--- src/rtl/arm_exc_seq.sv ---
// ARM exception entry sequencer.
// Arbitrates requests, then writes CPSR, SPSR/R14, and loads the vector.
module arm_exc_seq #(
  parameter int DATA_WIDTH = 32,
  parameter int ADDR_WIDTH = 4,
  parameter int BYTES      = DATA_WIDTH / 8
) (
  input  logic                  Clk,
  input  logic                  Rst,
  input  logic [6:0]            exc_req,
  input  logic [DATA_WIDTH-1:0] ret_addr,
  input  logic [DATA_WIDTH-1:0] CPSR_cur,
  output logic [DATA_WIDTH-1:0] CPSR_in,
  output logic                  CPSR_write_en,
  output logic [BYTES-1:0]      CPSR_byte_w_en,
  output logic [DATA_WIDTH-1:0] SPSR_in,
  output logic                  SPSR_write_en,
  output logic [BYTES-1:0]      SPSR_byte_w_en,
  output logic [ADDR_WIDTH-1:0] Rd_w_addr,
  output logic [DATA_WIDTH-1:0] Rd_in,
  output logic [BYTES-1:0]      Rd_byte_w_en,
  output logic [DATA_WIDTH-1:0] PC_in,
  output logic                  pc_load,
  output logic                  busy,
  output logic [6:0]            exc_ack
);

  typedef enum logic [1:0] {
    IDLE,
    SWITCH,
    BANK,
    VECTOR
  } state_t;

  state_t state_q, state_d;

  logic [6:0]            eff;
  logic [6:0]            pick;
  logic [6:0]            win_q;
  logic [DATA_WIDTH-1:0] old_q;
  logic [DATA_WIDTH-1:0] ret_q;
  logic [4:0]            mode;
  logic [4:0]            vec;
  logic                  fset;

  // I masks irq, F masks fiq
  assign eff = exc_req & ~{CPSR_cur[6], CPSR_cur[7], 5'b0};

  // Fixed-priority pick: rst > dabt > fiq > irq > pabt > und > swi
  always_comb begin
    pick = '0;
    if (eff[0])      pick[0] = 1'b1;
    else if (eff[4]) pick[4] = 1'b1;
    else if (eff[6]) pick[6] = 1'b1;
    else if (eff[5]) pick[5] = 1'b1;
    else if (eff[3]) pick[3] = 1'b1;
    else if (eff[1]) pick[1] = 1'b1;
    else if (eff[2]) pick[2] = 1'b1;
  end

  // State and sequence context registers
  always_ff @(posedge Clk) begin
    if (Rst) begin
      state_q <= IDLE;
      win_q   <= '0;
      old_q   <= '0;
      ret_q   <= '0;
    end else begin
      state_q <= state_d;
      if (state_q == IDLE && eff != '0) begin
        win_q <= pick;
        old_q <= CPSR_cur;
        ret_q <= ret_addr;
      end
    end
  end

  // Next-state sequencing
  always_comb begin
    state_d = state_q;
    unique case (state_q)
      IDLE:    if (eff != '0) state_d = SWITCH;
      SWITCH:  state_d = BANK;
      BANK:    state_d = VECTOR;
      VECTOR:  state_d = IDLE;
      default: state_d = IDLE;
    endcase
  end

  // Mode, vector and F-bit decode of the latched winner
  always_comb begin
    mode = 5'b0;
    vec  = 5'h00;
    fset = 1'b0;
    unique case (1'b1)
      win_q[0]: begin mode = 5'b10011; vec = 5'h00; fset = 1'b1; end
      win_q[1]: begin mode = 5'b11011; vec = 5'h04; end
      win_q[2]: begin mode = 5'b10011; vec = 5'h08; end
      win_q[3]: begin mode = 5'b10111; vec = 5'h0C; end
      win_q[4]: begin mode = 5'b10111; vec = 5'h10; end
      win_q[5]: begin mode = 5'b10010; vec = 5'h18; end
      win_q[6]: begin mode = 5'b10001; vec = 5'h1C; fset = 1'b1; end
      default: begin mode = 5'b0; vec = 5'h00; fset = 1'b0; end
    endcase
  end

  // Per-state outputs; everything idles at zero
  always_comb begin
    CPSR_in        = '0;
    CPSR_write_en  = 1'b0;
    CPSR_byte_w_en = '0;
    SPSR_in        = '0;
    SPSR_write_en  = 1'b0;
    SPSR_byte_w_en = '0;
    Rd_w_addr      = '0;
    Rd_in          = '0;
    Rd_byte_w_en   = '0;
    PC_in          = '0;
    pc_load        = 1'b0;
    busy           = 1'b0;
    exc_ack        = '0;
    unique case (state_q)
      IDLE: ;
      SWITCH: begin
        busy           = 1'b1;
        CPSR_write_en  = 1'b1;
        CPSR_byte_w_en = '1;
        CPSR_in        = {old_q[DATA_WIDTH-1:8], 1'b1,
                          fset | old_q[6], 1'b0, mode};
      end
      BANK: begin
        busy           = 1'b1;
        SPSR_write_en  = 1'b1;
        SPSR_byte_w_en = '1;
        SPSR_in        = old_q;
        Rd_w_addr      = ADDR_WIDTH'(14);
        Rd_in          = ret_q;
        Rd_byte_w_en   = '1;
      end
      VECTOR: begin
        busy    = 1'b1;
        pc_load = 1'b1;
        PC_in   = DATA_WIDTH'(vec);
        exc_ack = win_q;
      end
      default: ;
    endcase
  end

endmodule

--- config.mk ---
export PLATFORM = sky130hd
export DESIGN_NAME = arm_exc_seq
export DESIGN_NICKNAME = d
export VERILOG_FILES = /design/src/rtl/arm_exc_seq.sv
export SDC_FILE = /design/constraint.sdc
export NUM_CORES = 1
export LEC_CHECK = 0
export ABC_AREA = 0
export CORE_ASPECT_RATIO = 1.25
export CORE_MARGIN = 2
export CORE_UTILIZATION = 40
export DETAILED_ROUTE_END_ITERATION = 12
export PLACE_DENSITY = 0.77
export SLEW_MARGIN = 20
export SYNTH_ARGS = -nofsm -noshare
export SYNTH_HDL_FRONTEND = slang
export SYNTH_SLANG_ARGS = --single-unit
--- constraint.sdc ---
create_clock -name Clk -period 2 [get_ports Clk]
set_input_delay 0.4 -clock Clk [delete_from_list [all_inputs] [get_ports Clk]]
set_output_delay 0.4 -clock Clk [all_outputs]
set_load 0.02 [all_outputs]
==> metrics.log <==
INFO  metric run_status = complete, but fails checks
INFO  metric failed_checks = setup timing
INFO  metric yosys.area.top_type = dfxtp_1
INFO  metric critical_path.reg2reg.endpoint = ret_q[21]
INFO  metric dieHeight = between 100 and 150 um
INFO  metric crit_path_max_fanout = 2
INFO  metric grt_start_max_net_pins = approximately 140
INFO  metric clk_path_buf_depth = 2
INFO  metric drv.max_cap_violation_count = 0
INFO  metric synthCells = a little under 700
INFO  metric htree_levels = 3
INFO  metric core_region_area = between 10000 and 15000 um^2
INFO  metric drt-total-wl = 17800 um
INFO  metric multiInputGateArea = between 3000 and 4000 um^2
INFO  metric io_pins = 228
INFO  metric post_synthesis_register_bit_count = between 70 and 80
INFO  metric cts.root.buffer_cell = clkbuf_16
INFO  metric groute.usage.overall = between 20% and 30%
INFO  metric cts_hold_buffers = 0
INFO  metric grt_pass1_vias = around 5600
INFO  metric r2r-start = state_q[1]
INFO  metric start_kind = register
INFO  metric die_width = around 110 um
INFO  metric post_synth_instance_area = between 5000 and 6000 um^2
INFO  metric timing.critical_path.arrival = about 1900 ps
INFO  metric ff_latch_area = 1470 um^2
INFO  metric setup.worst_path.class = reg2out
INFO  metric finalNonFillerCells = ~1000
INFO  metric setup-violations-final = 4
INFO  metric number_of_antenna_violations_at_the_first_check_in_global_routing = 0
INFO  metric final_min_period_over_clock_period = 115%
INFO  metric first_iter_violations = around 490
INFO  metric fin_tns_setup = -794 ps
INFO  metric synthesis.area_per_instance = roughly 7.6 um^2
INFO  metric detailed_place_hpwl = about 11000 um
INFO  metric yosys_warnings = 0
INFO  metric die_area = 13900 um^2
INFO  metric cts_sinks = 73
INFO  metric clk_transition_reported_paths = about 60 ps
INFO  metric ys_seq_area_share = 28.2%
INFO  metric fmaxAchievable = 434 MHz
INFO  metric cellLeakagePower = ~3.2 nW
INFO  metric clock_tree_from_tritoncts = done
INFO  metric cts_made_buffers = 9
INFO  metric timing.reg2reg.setup_slack = 200 ps
INFO  metric placementRows = 46
INFO  metric nets = about 910
INFO  metric global_route_wire_length_before_repair = around 27000 um
INFO  metric place.detailed.instances = 986
INFO  metric layout-drive-gt1-share = 20.6%
INFO  metric worst_hold_path_type = reg2reg
INFO  metric timing.critical_path.required = 1600 ps
INFO  metric insertion_delay = 330 ps
INFO  metric slew_viol_final = 0
INFO  metric vias_per_cell = approximately 6.0
INFO  metric fin_crit = 2300 ps
INFO  metric final.setup_skew = just under 8 ps
INFO  metric yosysTopAreaCellShare = between 20% and 30%
INFO  metric final_antenna_net_count = 0
INFO  metric initial_core_utilization = roughly two fifths
INFO  metric setup.worst_path.end_class = output pin
INFO  metric timing.hold.worst.start = old_q[7]
INFO  metric power_density = between 1000 and 1500 nW/um^2
INFO  metric routabilityCongestion = 0.842
INFO  metric min_delay_worst_endpoint = old_q[7]
INFO  metric timing_hold_violations_final = 0
INFO  metric post_route_worst_setup_slack = -304 ps
INFO  metric rsz0062_at_grt = true
INFO  metric vias = 6011
INFO  metric n_antenna_cell = 0
INFO  metric holdPathStages = 2
INFO  metric overflow_left_after_global_routing = 0
INFO  metric worst-r2r-cell-count = 8
INFO  metric portBuffers = approximately 200
INFO  metric drt-wirelength-per-cell = about 18 um
INFO  metric max-vdd-ir-drop = just over 0.6 mV
INFO  metric synth.lib_cells_used.distinct = 41
INFO  metric areaGrowthSynthToFinish = 40.5%
INFO  metric synthTopCellsByArea = dfxtp_1 28%, and2_1 11%, o311ai_0 10%
INFO  metric drcViolationCount = 0
INFO  metric fill_cells = roughly 1200
INFO  metric dr.pass1.iters = 5
[worst max path at each step]
stage | end | cells after the start | start
floorplan | CPSR_in[2] | 5 | state_q[1]
global placement | CPSR_in[2] | 5 | win_q[2]
detailed placement | CPSR_in[2] | 5 | win_q[2]
CTS | CPSR_in[2] | 5 | win_q[2]
global route | CPSR_in[2] | 5 | win_q[2]
finish | CPSR_in[2] | 5 | win_q[2]
[through the flow]
step	power [mW]	hold slack, ps	utilization [%]	cell area [um^2]	setup WS (ps)
2_1_floorplan	4.45	474	-	5300	30.4
3_3_place_gp	5.71	499	57.2	7240	-330
3_5_place_dp	5.87	519	57.2	7240	-329
4_1_cts	7.23	527	57.4	7260	-304
5_1_grt	7.84	560	57.5	7280	-352
6_report	7.41	525	57.5	7280	-304
[state kept, by name, summed over array words and instances (netlist names)]
name and cells:
state_q 2, ret_q 32, win_q 7, old_q 32
[routing by layer]
| metal | part of all wire, % | global-route usage (%) |
|---|---|---|
| met1 | 39 | 28.7 |
| met2 | 51 | 41.0 |
| met3 | 8.2 | 3.42 |
| met4 | 2.3 | 10.2 |
| met5 | 0 | 0 |
[where the power goes]
group / leakage, nW / switching (mW) / internal [mW]
sequential: 0.608 / 0.343 / 1.91
clock: 0.135 / 0.618 / 0.859
combinational: 2.51 / 2.19 / 1.49
[synthesized netlist by cell type]
cell type,count
a2111oi_0,1
a211oi_1,1
a21oi_1,2
a2bb2oi_1,1
a31o_2,1
a31oi_1,65
and2_1,95
and2_2,2
and3_1,64
and4bb_4,1
buf_1,2
buf_2,17
buf_4,48
buf_6,1
clkbuf_1,61
clkinv_1,1
conb_1,1
dfxtp_1,73
ha_1,5
inv_1,3
inv_2,1
nand2_1,71
nand2b_1,1
nand3_1,6
nand4_1,66
nand4b_1,1
nand4bb_1,1
nor2_1,4
nor2b_2,2
o211ai_1,1
o21a_1,3
o21ai_0,1
o221ai_1,1
o311a_1,1
o311ai_0,61
o311ai_1,5
o31a_1,1
o31a_2,1
o41ai_1,1
or3_1,3
or4_1,3
[placed cells by master, fill, tap and decap left out, drive strengths merged, types with 31 or more instances in the layout]
master	Yosys	layout
o311ai	66	66
clkdlybuf4s50	0	71
and3	64	64
nand4	66	66
conb	1	31
a31oi	65	65
and2	97	97
nand2	71	71
buf	68	110
dfxtp	73	73
clkbuf	61	34
[layout make-up]
type	instances	share of cell area [%]
Clock buffer	11	3.33
Multi-Input combinational cell	503	44.0
Sequential cell	73	20.2
Timing Repair Buffer	244	29.0
Inverter	5	0.275
Tap cell	168	2.89
Clock inverter	4	0.275
[cells by family (layout without fill, tap and decap cells)]
family	after synthesis	in the layout	synth area share, %
buffers and inverters	134	264	13.7
adders and majority gates	5	5	1.21
DFF	73	73	28.2
and+or+nand+nor	320	320	35.4
AOI/OAI and AO/OA	147	147	21.4
other	1	31	0.0723
[worst max-delay path: stages, from the launching register on]
cell	delay [ps]
dfxtp_1	310
or3_4	380
or4_4	420
o21a_1	200
o21a_1	100
buf_2	150
[what timing repair did]
action,4_1_cts,5_1_grt
buffers inserted,3,1
pin swaps,1,4
cloned,2,1
endpoints found under the hold margin,0,0
resized for setup,346,70
setup endpoints to repair,124,44
Note: power is estimated with default switching activity, not from simulation.
